==> config.mk <==
export PLATFORM = sky130hd
export DESIGN_NAME = e_branch_pipe
export DESIGN_NICKNAME = d
export VERILOG_FILES = /design/src/rtl/e_branch_pipe.sv
export SDC_FILE = /design/constraint.sdc
export NUM_CORES = 1
export LEC_CHECK = 0
export ABC_AREA = 1
export CORE_MARGIN = 2
export CORE_UTILIZATION = 53
export CTS_BUF_LIST = sky130_fd_sc_hd__clkbuf_2
export DETAILED_ROUTE_END_ITERATION = 6
export GPL_TIMING_DRIVEN = 1
export PLACE_DENSITY = 0.9
export SKIP_LAST_GASP = 1
export SLEW_MARGIN = 25
export SYNTH_ARGS = -nofsm -noshare
export SYNTH_HDL_FRONTEND = slang
export SYNTH_SLANG_ARGS = --single-unit
==> constraint.sdc <==
create_clock -name clk -period 7.7 [get_ports clk]
set_input_delay 1.54 -clock clk [delete_from_list [all_inputs] [get_ports clk]]
set_output_delay 1.54 -clock clk [all_outputs]
set_load 0.1 [all_outputs]
==> src/rtl/e_branch_pipe.sv <==
// e_branch_pipe: two-stage pipelined branch/jump resolver.
//   S1 (on accept): compare r1 against r0, pick the direction from the take-mask,
//                   and compute the target and the link value.
//   S2 (output slot): compare against the front-end prediction, pick the redirect PC,
//                     and hold the result until the consumer takes it.
//   After a mispredict leaves the block, the FSM stops accepting work and drops
//   wrong-path ops until the backend flush arrives.
//
// Ports:
//   clk, rst                   clock, asynchronous active-high reset
//   in_valid_i / in_ready_o    input handshake
//   r0_i, r1_i, pc_i, imm_i    operands, branch PC, offset (sign-extended)
//   op_i                       [5] target base r1 (else pc), [4] signed compare,
//                              [2:0] take-mask {lt,eq,gt} of r1 relative to r0
//   tag_i                      ROB tag carried with the op
//   pred_taken_i, pred_tgt_i   front-end prediction
//   flush_i                    kills in-flight ops, releases BLOCK
//   out_valid_o / out_ready_i  output handshake
//   out_tag_o, out_taken_o, out_link_o, out_mispred_o, out_redir_o  result fields
//
// Optional build macro BRANCH_PERF_CNT_EN adds saturating counters
//   perf_br_o  (resolved ops handshaken) and perf_mis_o (of those, mispredicted).

module e_branch_pipe #(
  parameter int XLEN  = 32,
  parameter int IMM_W = 28,
  parameter int TAG_W = 6
) (
  input  logic             clk,
  input  logic             rst,
  input  logic             in_valid_i,
  output logic             in_ready_o,
  input  logic [XLEN-1:0]  r0_i,
  input  logic [XLEN-1:0]  r1_i,
  input  logic [XLEN-1:0]  pc_i,
  input  logic [IMM_W-1:0] imm_i,
  input  logic [5:0]       op_i,
  input  logic [TAG_W-1:0] tag_i,
  input  logic             pred_taken_i,
  input  logic [XLEN-1:0]  pred_tgt_i,
  input  logic             flush_i,
  output logic             out_valid_o,
  input  logic             out_ready_i,
  output logic [TAG_W-1:0] out_tag_o,
  output logic             out_taken_o,
  output logic [XLEN-1:0]  out_link_o,
  output logic             out_mispred_o,
  output logic [XLEN-1:0]  out_redir_o
`ifdef BRANCH_PERF_CNT_EN
  ,
  output logic [31:0]      perf_br_o,
  output logic [31:0]      perf_mis_o
`endif
);

  // state    | meaning
  // ST_RUN   | accepting ops, results flow normally
  // ST_BLOCK | mispredict emitted; no accepts, S1 ops dropped, waiting for flush_i
  typedef enum logic {ST_RUN, ST_BLOCK} state_t;

  state_t state_q, state_d;

  logic             s1_valid;
  logic             s1_taken;
  logic [XLEN-1:0]  s1_target;
  logic [XLEN-1:0]  s1_link;
  logic [TAG_W-1:0] s1_tag;
  logic             s1_pred_taken;
  logic [XLEN-1:0]  s1_pred_tgt;

  logic out_free, s1_adv, accept, hs_out, mis_hs, kill;

  logic [XLEN:0]    cmp_a, cmp_b;
  logic             c_lt, c_eq, c_gt, c_taken;
  logic [XLEN-1:0]  imm_sext, tgt_base, c_target, c_link;
  logic             s2_mispred;
  logic [XLEN-1:0]  s2_redir;
  logic             unused_op3;

  assign unused_op3 = op_i[3];

  assign out_free = ~out_valid_o | out_ready_i;
  assign s1_adv   = ~s1_valid | out_free;
  assign hs_out   = out_valid_o & out_ready_i;
  assign mis_hs   = hs_out & out_mispred_o;
  assign accept   = in_valid_i & in_ready_o;

  // Signed compare by biasing: the extra MSB is the inverted sign bit for signed
  // ops (0 for unsigned), so a single unsigned 33-bit compare covers both.
  assign cmp_a = {~r1_i[XLEN-1] & op_i[4], r1_i};
  assign cmp_b = {~r0_i[XLEN-1] & op_i[4], r0_i};
  assign c_lt  = cmp_a < cmp_b;
  assign c_eq  = cmp_a == cmp_b;
  assign c_gt  = cmp_a > cmp_b;
  assign c_taken = |({c_lt, c_eq, c_gt} & op_i[2:0]);

  assign imm_sext = {{(XLEN-IMM_W){imm_i[IMM_W-1]}}, imm_i};
  assign tgt_base = op_i[5] ? r1_i : pc_i;
  assign c_target = imm_sext + tgt_base;
  assign c_link   = pc_i + XLEN'(4);

  assign s2_mispred = (s1_taken != s1_pred_taken) |
                      (s1_taken & (s1_target != s1_pred_tgt));
  assign s2_redir   = s1_taken ? s1_target : s1_link;

  // kill is also raised in the RUN cycle of a mispredict handshake, so the
  // wrong-path op sitting in S1 at that edge never reaches the output.
  always_comb begin
    state_d    = state_q;
    in_ready_o = 1'b0;
    kill       = 1'b0;
    case (state_q)
      ST_RUN: begin
        in_ready_o = s1_adv & ~flush_i & ~rst;
        kill       = mis_hs;
        if (mis_hs) state_d = ST_BLOCK;
      end
      ST_BLOCK: begin
        kill = 1'b1;
      end
      default: state_d = ST_RUN;
    endcase
    if (flush_i) state_d = ST_RUN;
  end

  always_ff @(posedge clk or posedge rst) begin
    if (rst) state_q <= ST_RUN;
    else     state_q <= state_d;
  end

  always_ff @(posedge clk or posedge rst) begin
    if (rst) begin
      s1_valid      <= 1'b0;
      s1_taken      <= 1'b0;
      s1_target     <= '0;
      s1_link       <= '0;
      s1_tag        <= '0;
      s1_pred_taken <= 1'b0;
      s1_pred_tgt   <= '0;
    end else begin
      if (flush_i)     s1_valid <= 1'b0;
      else if (s1_adv) s1_valid <= accept;
      if (accept) begin
        s1_taken      <= c_taken;
        s1_target     <= c_target;
        s1_link       <= c_link;
        s1_tag        <= tag_i;
        s1_pred_taken <= pred_taken_i;
        s1_pred_tgt   <= pred_tgt_i;
      end
    end
  end

  always_ff @(posedge clk or posedge rst) begin
    if (rst) begin
      out_valid_o   <= 1'b0;
      out_tag_o     <= '0;
      out_taken_o   <= 1'b0;
      out_link_o    <= '0;
      out_mispred_o <= 1'b0;
      out_redir_o   <= '0;
    end else if (flush_i) begin
      out_valid_o <= 1'b0;
    end else if (out_free) begin
      out_valid_o <= s1_valid & ~kill;
      if (s1_valid & ~kill) begin
        out_tag_o     <= s1_tag;
        out_taken_o   <= s1_taken;
        out_link_o    <= s1_link;
        out_mispred_o <= s2_mispred;
        out_redir_o   <= s2_redir;
      end
    end
  end

`ifdef BRANCH_PERF_CNT_EN
  always_ff @(posedge clk or posedge rst) begin
    if (rst) begin
      perf_br_o  <= '0;
      perf_mis_o <= '0;
    end else begin
      if (hs_out && perf_br_o != 32'hFFFF_FFFF)  perf_br_o  <= perf_br_o + 32'd1;
      if (mis_hs && perf_mis_o != 32'hFFFF_FFFF) perf_mis_o <= perf_mis_o + 32'd1;
    end
  end
`endif

endmodule
==> results.py, run 1 <==
metrics = {
    "status": {
        "run_status": "finished with violations",
        "violations": "design-rule violations",
    },
    "setup_path": {
        "crit_path_max_incr_delay_ns": 1.15,
        "rrSetupSlack_ns": 4.34,
        "worst-setup-path-type": "primary input to primary output",
        "crit_end": "in_ready_o",
        "timing.critical_path.mode_cell": "sky130_fd_sc_hd__inv_1",
        "critical_path.startpoint": "out_ready_i",
        "reg2regPathDepth": 13,
        "worstPathArrival_ns": 3.57,
        "setup.worst_path.start_class": "primary input",
        "regToRegEndpoint": "s1_target[19]$_DFFE_PP0P_",
        "crit_path_top_delay_cell": "sky130_fd_sc_hd__clkdlybuf4s50_1",
        "worst_r2r_startpoint": "out_valid_o$_DFFE_PP0P_",
        "required_ns": 6.16,
        "timing.critical_path.to_type": "primary output",
        "worst_path_cell_chain": "clkdlybuf4s50_1 -> nor2_1 -> inv_1 -> nor2_1 -> inv_1 -> nand2_1 -> inv_1 -> clkdlybuf4s50_1",
        "path_max_fanout": 2,
    },
    "run": {
        "cap_viol_max_count": 0,
    },
    "clocking": {
        "cts_buffer_depth": 2,
        "cts.sinks": 179,
        "htree_num_levels": 4,
        "post-cts-setup-buffer-count": 0,
        "cts_root_buffer": "sky130_fd_sc_hd__clkbuf_2",
        "cts_made_buffers": 17,
        "worstSkewPairLatency_ns": 0.80,
        "quantity_of_hold_fixing_buffers_added_after_cts": 0,
        "clk_transition_reported_paths_ns": 0.34,
        "cts.repair.resized": 0,
        "cts_tree": "built",
    },
    "placed_design": {
        "finalWeightedCongestion": 0.967,
        "detailed_place_hpwl_mm": 29.9,
        "numPortBuffers": 246,
        "placed_cells": 2087,
    },
    "synthesis": {
        "synth_compound_gate_area_share": 0.109,
        "synth.ff_latch_count": 179,
        "synth_area_leaders": "sky130_fd_sc_hd__dfrtp_1 39%, sky130_fd_sc_hd__nand2_1 20%, sky130_fd_sc_hd__ha_1 7.1%, sky130_fd_sc_hd__o21ai_0 6.3%, sky130_fd_sc_hd__inv_1 6.2%",
        "synthDominantAreaCellType": "sky130_fd_sc_hd__dfrtp_1",
        "synth_xor_area_frac": 0.0269,
        "syn_area_per_cell_sq_um": 7.07,
        "synth_sequential_area_ratio": 0.394,
        "yosys-top-cells-count": "612 x sky130_fd_sc_hd__nand2_1, 187 x sky130_fd_sc_hd__inv_1, 179 x sky130_fd_sc_hd__dfrtp_1",
        "postSynthNetCount": 1849,
        "adder_and_majority_cell_fraction_of_the_synthesized_area": 0.0733,
        "simple_gate_share_of_the_synthesized_area": 0.308,
        "synth_warnings": 0,
        "synth.area.mux_share": 0.00495,
        "post_synth_instance_area_sq_um": 11400,
        "ys_types": 42,
        "synth_enable_flop_cells": 0,
        "yosys_top_cell_area_share": 0.394,
        "synth-async-reset-ratio": 1.00,
        "yosys.cell_count.top_type": "sky130_fd_sc_hd__nand2_1",
        "ys.flop_type": "sky130_fd_sc_hd__dfrtp_1",
        "post_synth_inst_count": 1609,
        "main_combinational_cell_family_by_area_after_synthesis": "simple AND/OR/NAND/NOR gates",
    },
    "die": {
        "floorplan.die_area_sq_um": 22700,
        "die_height_um": 151,
        "initial_utilization": 0.541,
        "core_area_sq_um": 21000,
        "dieWidth_um": 151,
        "pin_count": 248,
        "rows": 53,
    },
    "power_and_ir_drop": {
        "swShare": 0.522,
        "p_per_area_nw_per_um2": 257,
        "seq_power_share": 0.359,
        "p_sw_uw": 1920,
        "leakage_uw": 0.00736,
        "p_comb_frac": 0.499,
        "p_int_uw": 1760,
        "worst_ir_drop_vdd_mv": 0.147,
        "clock_power_share": 0.141,
    },
    "grt": {
        "antenna_found_initial": 1,
        "grt_start_max_net_pins": 116,
        "global_route.usage.total": 0.338,
        "number_of_global_route_vias_before_repair": 11200,
        "wire_length_of_the_first_global_routing_pass_mm": 58.5,
        "gr-total-overflow": 0,
    },
    "drt": {
        "drt-initial-drc-count": 987,
        "antenna_violating_nets_post_route": 0,
        "routed-via-count": 11600,
        "drt-pass1-iter-count": 7,
        "wl_per_cell_um": 17.8,
        "postRouteWirelength_mm": 37.7,
        "vias_per_cell": 5.48,
        "remaining_drc_errors": 8,
    },
    "sta": {
        "finalCriticalPeriod_ns": 5.11,
        "worstMarginPinSlew_ns": 1.04,
        "fin_tns_setup_ns": 0,
        "skew_ns": 0.0694,
        "finalCritPeriodShare": 0.663,
        "maximum_operating_frequency_ghz": 0.196,
        "report.final.hold_viol_count": 0,
        "rsz0062_at_grt": "false",
        "max-slew-margin-rel": 0.301,
        "setup-violations-final": 0,
        "final-max-slew-violation-count": 0,
    },
    "finish": {
        "share_of_post_route_cells_with_drive_strength_above_1": 0.0380,
        "areaGrowthSynthToFinish_pct": 25.5,
        "nets": 2071,
        "finalNonFillerCells": 2121,
    },
    "min_path": {
        "min-delay-path-class": "flop to flop",
    },
}
worst min path at each step:
stage                                startpoint                     endpoint  cells after the start
floorplan                 s1_tag[0]$_DFFE_PP0P_     out_tag_o[0]$_DFFE_PP0P_                      2
global placement          s1_tag[3]$_DFFE_PP0P_     out_tag_o[3]$_DFFE_PP0P_                      2
detailed placement  out_redir_o[11]$_DFFE_PP0P_  out_redir_o[11]$_DFFE_PP0P_                      2
CTS                     s1_link[26]$_DFFE_PP0P_   out_link_o[26]$_DFFE_PP0P_                      2
global route            s1_link[26]$_DFFE_PP0P_   out_link_o[26]$_DFFE_PP0P_                      2
finish                  s1_link[26]$_DFFE_PP0P_   out_link_o[26]$_DFFE_PP0P_                      2
registers in the layout, summed over array words and instances (netlist names):
name	cells
out_link_o	32
out_redir_o	32
s1_link	32
s1_pred_tgt	32
s1_target	32
out_tag_o	6
s1_tag	6
out_mispred_o	1
out_taken_o	1
out_valid_o	1
s1_pred_taken	1
s1_taken	1
s1_valid	1
state_q	1
critical path: cells and delay by family:
family / cells / cell delay (ns)
AND/OR/NAND/NOR: 3 / 0.16
buffers and inverters: 5 / 1.86
area by class of cell:
type                       instances  area, sq um
timing repair buffer             251         2490
sequential                       179         4480
inverter                         192          728
antenna                            2         5.00
multi-input combinational       1190         5960
fill                            1783         6740
tap                              275          344
clock inverter                    15          180
clock buffer                      17         85.1
power by group through the flow:
stage	sequential, uW	combinational, uW	clock (uW)
after global routing	1340	1950	555
after detailed placement	1330	1820	0
after global placement	1320	1790	0
after floorplan	2090	498	0
after CTS	1310	1830	521
final	1320	1830	519
layer usage:
layer	track usage	routed length (um)
met3	0.0452	3040
met2	0.568	18100
met4	0.117	1310
met5	0	0
met1	0.450	15300
cells by family (layout without fill, tap and decap cells):
| group | Yosys count | count (layout) |
|---|---|---|
| AND/OR/NAND/NOR | 847 | 847 |
| buffers and inverters | 240 | 475 |
| XOR/XNOR | 35 | 35 |
| flip-flops | 179 | 179 |
| adder cells (fa/ha/maj) | 66 | 66 |
| multiplexers | 5 | 5 |
| AO/OA/AOI/OAI | 237 | 237 |
| other | 0 | 2 |
cells in the final DEF, fill, tap and decap left out, drive strengths merged:
master and n:
nand3b 4, nand4 20, nor4 11, mux2 5, o2111ai 1, fa 1
clkinvlp 1, o21bai 4, or2 3, diode 2, nand2 617, clkinv 7
dfrtp 179, a21o 6, nor3 21, xnor2 13, clkbuf 17, o21ai 151
nand3 62, and2 1, clkdlybuf4s50 245, nor2 108, ha 65, a21oi 63
a21boi 1, a31oi 1, a31o 1, o31ai 1, o21a 2, buf 6
inv 199, xor2 22, o22ai 6
metrics by stage:
step	setup slack (ns)	utilization	instance area, sq um	total power [uW]	hold slack, ns
after floorplan	1.30	-	11400	2590	0.442
after global placement	2.64	0.666	14000	3110	0.452
after detailed placement	2.61	0.666	14000	3150	0.465
after CTS	2.59	0.679	14300	3670	0.487
after global routing	2.51	0.679	14300	3840	0.519
final	2.59	0.679	14300	3670	0.498
No activity file was read; power rests on OpenSTA's default activity.
==> run 2: changes to the inputs <==
Clock period 7.7 ns to 5.3 ns, I/O delays scaled along.
==> run 2 against run 1 <==
Compared with the run above: the run now ends clean; sequential share of layout area down 0.12 points; die area unchanged; utilization up 0.26 points; via count down 0.41%; register-to-register slack worse by 1.4 ns; clock-buffer cell count unchanged; clock skew down 0.0035 ns.
==> results.py, run 2 (synthesis results as in run 1) <==
metrics = {
    "clocking": {
        "cts_made_buffers": 17,
        "cts.sinks": 179,
        "cts_buffer_depth": 2,
        "quantity_of_hold_fixing_buffers_added_after_cts": 0,
        "cts_tree": "built",
        "cts.repair.resized": 0,
        "clk_transition_reported_paths_ns": 0.31,
        "htree_num_levels": 4,
        "post-cts-setup-buffer-count": 0,
        "worstSkewPairLatency_ns": 0.80,
        "cts_root_buffer": "sky130_fd_sc_hd__clkbuf_2",
    },
    "status": {
        "run_status": "finished clean",
    },
    "min_path": {
        "min-delay-path-class": "flop to flop",
        "hold_path_startpoint": "s1_tag[3]$_DFFE_PP0P_",
        "min_path_cells": 2,
        "worst_hold_path.endpoint": "out_tag_o[3]$_DFFE_PP0P_",
    },
    "setup_path": {
        "worstPathBufferInverterCount": 1,
        "setup.worst_path.start_class": "flop",
        "worstPathArrival_ns": 2.42,
        "worst-setup-path-type": "flop to primary output",
        "crit_path_max_incr_delay_ns": 1.18,
        "regToRegEndpoint": "out_redir_o[13]$_DFFE_PP0P_",
        "crit_path_depth": 1,
        "reg2regPathDepth": 7,
        "timing.critical_path.to_type": "primary output",
        "crit_path_top_delay_cell": "sky130_fd_sc_hd__clkdlybuf4s50_1",
        "required_ns": 4.24,
        "path_max_fanout": 2,
        "worst_r2r_startpoint": "s1_taken$_DFFE_PP0P_",
        "worst_path_cell_chain": "clkdlybuf4s50_1",
        "crit_family": "buffers and inverters",
        "critical_path.startpoint": "out_link_o[2]$_DFFE_PP0P_",
        "rrSetupSlack_ns": 2.98,
    },
    "drt": {
        "drt-initial-drc-count": 1047,
        "drt-pass1-iter-count": 6,
        "remaining_drc_errors": 0,
        "routed-via-count": 11600,
        "wl_met1_mm": 15.8,
        "highest_layer": "met4",
        "met3_wirelength_mm": 2.57,
        "antenna_violating_nets_post_route": 0,
        "vias_per_cell": 5.44,
        "wl_met2_mm": 17.2,
        "wl_per_cell_um": 17.5,
        "postRouteWirelength_mm": 37.2,
    },
    "sta": {
        "finalCriticalPeriod_ns": 3.48,
        "skew_ns": 0.0658,
        "max-slew-margin-rel": 0.303,
        "finalCritPeriodShare": 0.657,
        "worstMarginPinSlew_ns": 1.04,
        "report.final.hold_viol_count": 0,
        "rsz0062_at_grt": "false",
        "holdWs_ns": 0.509,
        "maximum_operating_frequency_ghz": 0.287,
        "final-max-slew-violation-count": 0,
        "setup-violations-final": 0,
        "fin_tns_setup_ns": 0,
    },
    "run": {
        "cap_viol_max_count": 0,
    },
    "die": {
        "die_height_um": 151,
        "core_area_sq_um": 21000,
        "pin_count": 248,
        "rows": 53,
        "initial_utilization": 0.541,
        "floorplan.die_area_sq_um": 22700,
        "dieWidth_um": 151,
    },
    "finish": {
        "share_of_post_route_cells_with_drive_strength_above_1": 0.0422,
        "layout.cell_area.non_filler_sq_um": 14300,
        "fin_util": 0.682,
        "layout.filler_cells": 1766,
        "nets": 2077,
        "layout.cells.most_common_list": "612 x sky130_fd_sc_hd__nand2_1, 244 x sky130_fd_sc_hd__clkdlybuf4s50_1, 186 x sky130_fd_sc_hd__inv_1",
        "areaGrowthSynthToFinish_pct": 26.0,
        "layout.cells.most_common": "sky130_fd_sc_hd__nand2_1",
    },
    "placed_design": {
        "numPortBuffers": 246,
        "detailed_place_hpwl_mm": 29.9,
        "finalWeightedCongestion": 0.978,
        "placement.cell_area_sq_um": 14100,
    },
    "power_and_ir_drop": {
        "leakage_uw": 0.00739,
        "worst_ir_drop_vdd_mv": 0.241,
        "p_per_area_nw_per_um2": 369,
    },
    "grt": {
        "antenna_found_initial": 1,
        "global_route.usage.total": 0.331,
        "gr-total-overflow": 0,
        "wire_length_of_the_first_global_routing_pass_mm": 57.2,
        "grt_start_max_net_pins": 83,
        "number_of_global_route_vias_before_repair": 11000,
    },
}
-- run 2: worst max path at each step --
| stage | endpoint | slack [ns] |
|---|---|---|
| after CTS | out_link_o[0] | 1.77 |
| after detailed placement | s1_target[14]$_DFFE_PP0P_ | 1.40 |
| after floorplan | out_link_o[0]$_DFFE_PP0P_ | 1.95 |
| after global routing | out_redir_o[1] | 1.70 |
| after global placement | s1_target[14]$_DFFE_PP0P_ | 1.49 |
| final | out_link_o[2] | 1.82 |
-- run 2: metal layers --
layer,global-route usage,vias to the layer above
li1,-,5584
met1,0.452,5351
met2,0.530,547
met3,0.0418,92
met4,0.146,0
met5,0,-
-- run 2: power breakdown --
group	total, uW	internal, uW	switching, uW	leakage [uW]
clock	719	159	560	0.000147
combinational	2660	716	1940	0.00499
sequential	1920	1670	243	0.00226
-- run 2: cell type report --
cell class | instances | area (sq um) | area share
diodes | 1 | 2.50 | 0.000175
clock buffers | 17 | 85.1 | 0.00594
clock inverters | 15 | 160 | 0.0112
inverters | 192 | 724 | 0.0506
multi-input cells | 1190 | 5960 | 0.416
flip-flops and latches | 179 | 4480 | 0.313
well taps | 275 | 344 | 0.0240
repair buffers | 257 | 2570 | 0.180
-- run 2: per-stage QoR --
stage / setup WS, ns / std cells / total power (uW)
final: 1.82 / 2126 / 5290
after global routing: 1.70 / 2126 / 5540
after CTS: 1.77 / 2124 / 5280
after detailed placement: 1.40 / 2092 / 4570
after global placement: 1.49 / 2092 / 4520
after floorplan: 1.95 / 1609 / 3760
